--- src/rtl/bfm_pkg.sv ---
// Shared types and limits for the adder stimulus/checker BFM.
package bfm_pkg;

    localparam int LATENCY_MAX = 8;
    localparam int DEF_WIDTH   = 8;

    typedef enum logic [1:0] {
        IDLE  = 2'd0,
        RUN   = 2'd1,
        DRAIN = 2'd2
    } bfm_state_t;

    typedef struct packed {
        logic [DEF_WIDTH-1:0] a;
        logic [DEF_WIDTH-1:0] b;
    } operand_pair_t;

endpackage

--- src/rtl/bfm_sync_fifo.sv ---
// Synchronous FIFO; pointers carry one extra wrap bit to tell full from empty.
module bfm_sync_fifo #(
    parameter int WIDTH2 = 16,
    parameter int DEPTH  = 16
) (
    input  logic              clk,
    input  logic              reset,
    input  logic              push,
    input  logic              pop,
    input  logic [WIDTH2-1:0] wdata,
    output logic [WIDTH2-1:0] rdata,
    output logic              full,
    output logic              empty
);

    localparam int AW = $clog2(DEPTH);

    logic [AW:0]       wr_ptr_r;
    logic [AW:0]       rd_ptr_r;
    logic [WIDTH2-1:0] mem_r [DEPTH];
    logic              wr_en_s;
    logic              rd_en_s;

    // A push while full is dropped, so full is judged before this cycle's pop.
    assign wr_en_s = push & ~full;
    assign rd_en_s = pop & ~empty;
    assign full    = (wr_ptr_r[AW] != rd_ptr_r[AW]) && (wr_ptr_r[AW-1:0] == rd_ptr_r[AW-1:0]);
    assign empty   = (wr_ptr_r == rd_ptr_r);
    assign rdata   = mem_r[rd_ptr_r[AW-1:0]];

    // Pointer update
    always_ff @(posedge clk or negedge reset) begin
        if (!reset) begin
            wr_ptr_r <= '0;
            rd_ptr_r <= '0;
        end else begin
            if (wr_en_s) wr_ptr_r <= wr_ptr_r + {{AW{1'b0}}, 1'b1};
            if (rd_en_s) rd_ptr_r <= rd_ptr_r + {{AW{1'b0}}, 1'b1};
        end
    end

    // Storage write
    always_ff @(posedge clk) begin
        if (wr_en_s) mem_r[wr_ptr_r[AW-1:0]] <= wdata;
    end

endmodule

--- src/rtl/bfm_add_driver.sv ---
// Adder BFM: FIFO-buffered operand issue, expected-sum scoreboard pipe,
// registered result stream and saturating pass/fail counters.
module bfm_add_driver
    import bfm_pkg::*;
#(
    parameter int WIDTH   = 8,
    parameter int DEPTH   = 16,
    parameter int LATENCY = 1,
    parameter int CNT_W   = 16
) (
    input  logic             clk,
    input  logic             reset,
    input  logic             enable,
    input  logic             clr_cnt,
    input  logic             in_valid,
    output logic             in_ready,
    input  logic [WIDTH-1:0] in_a,
    input  logic [WIDTH-1:0] in_b,
    output logic [WIDTH-1:0] dut_a,
    output logic [WIDTH-1:0] dut_b,
    input  logic [WIDTH-1:0] dut_x,
    output logic             res_valid,
    output logic [WIDTH-1:0] res_data,
    output logic             res_match,
    output logic             busy,
    output logic             done,
    output logic [CNT_W-1:0] pass_cnt,
    output logic [CNT_W-1:0] fail_cnt
);

    localparam int LAT = (LATENCY > LATENCY_MAX) ? LATENCY_MAX : LATENCY;

    typedef struct packed {
        logic [WIDTH-1:0] a;
        logic [WIDTH-1:0] b;
    } pair_t;

    function automatic logic [CNT_W-1:0] sat_inc(input logic [CNT_W-1:0] v);
        return (v == {CNT_W{1'b1}}) ? v : v + {{(CNT_W-1){1'b0}}, 1'b1};
    endfunction

    bfm_state_t       state_r;
    bfm_state_t       state_nxt_s;
    logic             done_nxt_s;
    logic             full_s;
    logic             empty_s;
    logic             issue_s;
    pair_t            push_pair_s;
    pair_t            head_pair_s;
    logic [WIDTH-1:0] sum_s;
    logic [LAT:0]     pipe_vld_r;
    logic [WIDTH-1:0] pipe_exp_r [LAT+1];
    logic             inflight_s;
    logic             chk_vld_s;
    logic             chk_match_s;

    assign push_pair_s = '{a: in_a, b: in_b};

    bfm_sync_fifo #(
        .WIDTH2 (2 * WIDTH),
        .DEPTH  (DEPTH)
    ) u_fifo (
        .clk   (clk),
        .reset (reset),
        .push  (in_valid),
        .pop   (issue_s),
        .wdata (push_pair_s),
        .rdata (head_pair_s),
        .full  (full_s),
        .empty (empty_s)
    );

    assign in_ready    = ~full_s;
    assign busy        = (state_r != IDLE);
    assign issue_s     = (state_r == RUN) && !empty_s;
    assign sum_s       = head_pair_s.a + head_pair_s.b;
    assign inflight_s  = |pipe_vld_r;
    // The last pipe stage lines up with the DUT output for the operands issued LAT cycles earlier.
    assign chk_vld_s   = pipe_vld_r[LAT];
    assign chk_match_s = (dut_x == pipe_exp_r[LAT]);

    // FSM state and done pulse registers
    always_ff @(posedge clk or negedge reset) begin
        if (!reset) begin
            state_r <= IDLE;
            done    <= 1'b0;
        end else begin
            state_r <= state_nxt_s;
            done    <= done_nxt_s;
        end
    end

    // FSM next state; re-enabling during DRAIN returns to RUN without a done pulse
    always_comb begin
        state_nxt_s = state_r;
        done_nxt_s  = 1'b0;
        case (state_r)
            IDLE: begin
                if (enable) state_nxt_s = RUN;
                else        state_nxt_s = IDLE;
            end
            RUN: begin
                if (!enable) state_nxt_s = DRAIN;
                else         state_nxt_s = RUN;
            end
            DRAIN: begin
                if (enable) begin
                    state_nxt_s = RUN;
                end else if (!inflight_s) begin
                    state_nxt_s = IDLE;
                    done_nxt_s  = 1'b1;
                end else begin
                    state_nxt_s = DRAIN;
                end
            end
            default: begin
                state_nxt_s = IDLE;
            end
        endcase
    end

    // Operand drive; holds the last issued pair between issues
    always_ff @(posedge clk or negedge reset) begin
        if (!reset) begin
            dut_a <= '0;
            dut_b <= '0;
        end else if (issue_s) begin
            dut_a <= head_pair_s.a;
            dut_b <= head_pair_s.b;
        end
    end

    // Scoreboard pipe; shifts every cycle so non-issue cycles become bubbles
    always_ff @(posedge clk or negedge reset) begin
        if (!reset) begin
            pipe_vld_r <= '0;
            for (int k = 0; k <= LAT; k++) pipe_exp_r[k] <= '0;
        end else begin
            pipe_vld_r[0] <= issue_s;
            pipe_exp_r[0] <= sum_s;
            for (int k = 1; k <= LAT; k++) begin
                pipe_vld_r[k] <= pipe_vld_r[k-1];
                pipe_exp_r[k] <= pipe_exp_r[k-1];
            end
        end
    end

    // Result stream register
    always_ff @(posedge clk or negedge reset) begin
        if (!reset) begin
            res_valid <= 1'b0;
            res_data  <= '0;
            res_match <= 1'b0;
        end else begin
            res_valid <= chk_vld_s;
            if (chk_vld_s) begin
                res_data  <= dut_x;
                res_match <= chk_match_s;
            end
        end
    end

    // Saturating pass/fail counters; clear takes priority over a same-cycle result
    always_ff @(posedge clk or negedge reset) begin
        if (!reset) begin
            pass_cnt <= '0;
            fail_cnt <= '0;
        end else if (clr_cnt) begin
            pass_cnt <= '0;
            fail_cnt <= '0;
        end else if (chk_vld_s) begin
            if (chk_match_s) pass_cnt <= sat_inc(pass_cnt);
            else             fail_cnt <= sat_inc(fail_cnt);
        end
    end

endmodule
--- config.mk ---
export PLATFORM = sky130hd
export DESIGN_NAME = bfm_add_driver
export DESIGN_NICKNAME = d
export VERILOG_FILES = /design/src/rtl/bfm_pkg.sv /design/src/rtl/bfm_sync_fifo.sv /design/src/rtl/bfm_add_driver.sv
export SDC_FILE = /design/constraint.sdc
export NUM_CORES = 1
export LEC_CHECK = 0
export BUFFER_PORTS_ARGS = -buffer_cell sky130_fd_sc_hd__clkbuf_2
export CORE_ASPECT_RATIO = 1.75
export CORE_UTILIZATION = 45
export DETAILED_ROUTE_END_ITERATION = 12
export HOLD_SLACK_MARGIN = 0.15
export PLACE_DENSITY = 0.65
export SYNTH_ARGS = -nofsm -noshare
export SYNTH_HDL_FRONTEND = slang
export SYNTH_SLANG_ARGS = --single-unit
--- constraint.sdc ---
create_clock -name clk -period 3.5 [get_ports clk]
set_clock_uncertainty 0.2 [all_clocks]
set_input_delay 1.05 -clock clk [delete_from_list [all_inputs] [get_ports clk]]
set_output_delay 1.05 -clock clk [all_outputs]
set_load 0.01 [all_outputs]
==> results.yml <==
global_routing:
  grt_pass1_vias: 7763
  grt_use_total_pct: 19.8
  grt_first_pass_wirelength_um: 46300
  grt-ovfl-total: 0
  grt_max_degree: 51
  antenna_found_initial: 0
critical_path:
  worstReg2RegEnd: "pipe_exp_r[15]"
  cp.depth: 5
  crit_arrival_ns: 2.11
  r2r_start: "u_fifo.rd_ptr_r[0]"
  crit_family: "flip-flops"
  cp-start-kind: "flip-flop"
  cp-end-kind: "output pin"
  crit_path_max_incr_delay_ns: 0.56
  crit_buf_inv: 2
  crit_required_ns: 2.25
  endpoint: "in_ready"
  r2r_cells: 12
  critPathSlowestCell: "dfrtp_4"
  r2r_slack_ns: 0.20
  path_cells: "buf_4 > xor2_1 > nor4_1 > nand2_1 > clkbuf_2"
  cp_max_fo: 10
  path_class: "reg -> out"
  critPathLaunch: "u_fifo.rd_ptr_r[0]"
detailed_routing:
  ant_nets: 0
  drt_iter0_drc: 422
  route.detailed.drc: 0
  wl_per_cell_um: 23.0
  via_count: 7487
  via_per_inst: 5.57
  first_pass_iters: 5
  finalWirelength_um: 30900
power_and_ir_drop:
  leakage_nw: 5.91
  finalPower_w: 0.0134
  powerDensity_nw_per_um2: 824
  ir_worst_vdd_uv: 536
place:
  io_buffers: 89
  dp_hpwl_um: 19900
  gp_congestion: 0.809
  place_inst: 1280
yosys:
  ys_seq_area_share_pct: 70.5
  synth_top_area_cell: "edfxtp_1"
  synth-edff-count: 256
  synth_top_cells_by_area: "edfxtp_1 55%, dfrtp_1 16%, mux4_2 9.0%"
  async_flop_share_pct: 25.8
  yosysUniqueCellTypes: 53
  ys.flop_type: "edfxtp_1"
  postSynthCellCount: 792
  synthesis.area_um2: 14100
  synth_top_area_share_pct: 54.6
  yosys_register_bits: 345
  syn_avg_cell_area_um2: 17.8
  syn_nets: 836
  yosysWarningCount: 0
cells_and_area:
  ff_latch_area_um2: 9920
  fillerInstances: 2449
  final_util_pct: 53.0
  synthToLayoutAreaGrowth_pct: 15.7
  drive_gt1_share_pct: 32.9
  nNetsFinal: 973
  multi_input_area_um2: 3860
  n_antenna_cell: 0
  stdcell_count: 1343
cts:
  numCtsBuffers: 31
  cts_htree_levels: 1
  clkLatencyLatePin_ns: 0.56
  root_buffer: "clkbuf_16"
  clkSlewWorstSetupHoldPaths_ns: 0.07
  clock_path_buffers: 3
  clock-sinks: 345
  cts_tree: "done"
status:
  status: "finished, final reports clean"
sta:
  clock.fmax_mhz: 297
  drv_slew: 0
  fin_setup_tns_ns: 0
  tightestPinTransition_ns: 1.09
  period_needed_ns: 3.36
  period_share_pct: 96.1
  setup_viol: 0
  rsz0062_at_grt: "no"
  max_slew_margin_pct: 26.9
  hold_viol_final: 0
die:
  pin_count: 90
  dieArea_um2: 32000
  start_util_pct: 45.8
  die_w_um: 136
  die_h_um: 236
  rows: 85
  core_area_um2: 30700
hold_path:
  hold_path.class: "reg -> reg"
run:
  drv_cap: 0
==> metrics by stage <==
| stage | setup slack [ns] | hold slack [ns] | area (um^2) |
|---|---|---|---|
| 6_report | 0.138 | 0.155 | 16300 |
| 5_1_grt | 0.00761 | 0.164 | 16300 |
| 4_1_cts | 0.0422 | 0.150 | 16200 |
| 3_5_place_dp | 0.0282 | 0.135 | 15200 |
| 3_3_place_gp | 0.0806 | 0.136 | 15200 |
| 2_1_floorplan | 0.153 | 0.131 | 14100 |
==> Yosys cell counts, types with 10 or more instances <==
master / number
edfxtp_1: 256
dfrtp_1: 89
mux4_2: 56
nor2_1: 53
xnor2_1: 43
nand2_1: 37
mux2_2: 36
mux2i_1: 18
inv_1: 17
ha_1: 14
nor3_1: 14
nand4_1: 13
clkbuf_1: 12
nor4_1: 11
buf_2: 10
==> cells by family after synthesis <==
group | share of synthesized area, %
flip-flops | 70.5
AND/OR/NAND/NOR | 5.73
multiplexers | 14.8
buffers and inverters | 2.50
XOR/XNOR | 3.17
AO/OA/AOI/OAI | 1.92
adder cells (fa/ha/maj) | 1.39
==> per-layer routing <==
layer	global-route usage (%)	part of all wire, %
met4	8.72	3.9
met1	22.4	37
met2	36.0	54
met3	3.12	5.0
met5	0	0
==> layout make-up <==
| type | count | share of cell area [%] |
|---|---|---|
| sequential | 345 | 60.9 |
| multi-input combinational | 391 | 23.7 |
| timing repair buffer | 142 | 5.66 |
| clock buffer | 42 | 5.28 |
| tap | 391 | 3.00 |
| clock inverter | 14 | 1.01 |
| inverter | 18 | 0.430 |
==> flip-flops by register name, summed over array words and instances, names as in the netlist <==
name and count:
res_match 1, res_data 8, pipe_vld_r 2, u_fifo.mem_r 256
done 1, pass_cnt 16, fail_cnt 16, dut_a 8
pipe_exp_r 16, state_r 2, dut_b 8, res_valid 1
u_fifo.rd_ptr_r 5, u_fifo.wr_ptr_r 5
==> layout by cell type (no fill, tap or decap), types with 3 or more instances in the layout <==
master,synthesis,routed
a21oi_1,7,7
and4_1,4,4
buf_12,2,4
buf_4,3,46
bufinv_16,0,3
clkbuf_1,12,3
clkbuf_16,0,32
clkbuf_2,0,88
clkbuf_4,1,6
clkinv_2,0,6
dfrtp_1,89,86
dlygate4sd3_1,0,3
edfxtp_1,256,256
ha_1,14,14
inv_1,17,17
mux2_2,36,36
mux2i_1,18,18
mux4_1,8,8
mux4_2,56,56
nand2_1,37,37
nand2b_1,5,5
nand3_1,8,8
nand4_1,13,13
nor2_1,53,46
nor2_2,0,7
nor2b_1,6,6
nor3_1,14,10
nor3_2,2,5
nor4_1,11,11
o21ai_0,8,7
o21ai_1,8,9
xnor2_1,43,43
xor2_1,8,8
==> report_power, final <==
group	internal, W	leakage, nW	switching (W)	total (W)
registers	0.00505	3.44	0.000378	0.00543
clock network	0.00195	0.511	0.00147	0.00342
logic	0.00218	1.96	0.00239	0.00457
total	0.00918	5.91	0.00424	0.0134
==> worst min-delay path by stage <==
| stage | from | end | slack, ns | cells past startpoint |
|---|---|---|---|---|
| after floorplan | pipe_exp_r[8] | pipe_exp_r[0] | 0.13 | 0 |
| after global placement | pipe_exp_r[11] | pipe_exp_r[3] | 0.14 | 0 |
| after detailed placement | pipe_exp_r[13] | pipe_exp_r[5] | 0.13 | 0 |
| after CTS | pipe_exp_r[10] | pipe_exp_r[2] | 0.15 | 0 |
| after global routing | pipe_exp_r[9] | pipe_exp_r[1] | 0.16 | 0 |
| final | pipe_exp_r[10] | pipe_exp_r[2] | 0.16 | 0 |
==> repair_timing <==
item | 4_1_cts | 5_1_grt
pin swaps | 0 | 0
endpoints found under the hold margin | 3 | 0
endpoints found under the setup margin | 1 | 11
hold buffers | 3 | 0
cloned | 0 | 1
buffers inserted | 0 | 3
gates resized for setup | 1 | 4
Power figures use the tool's default switching activity.
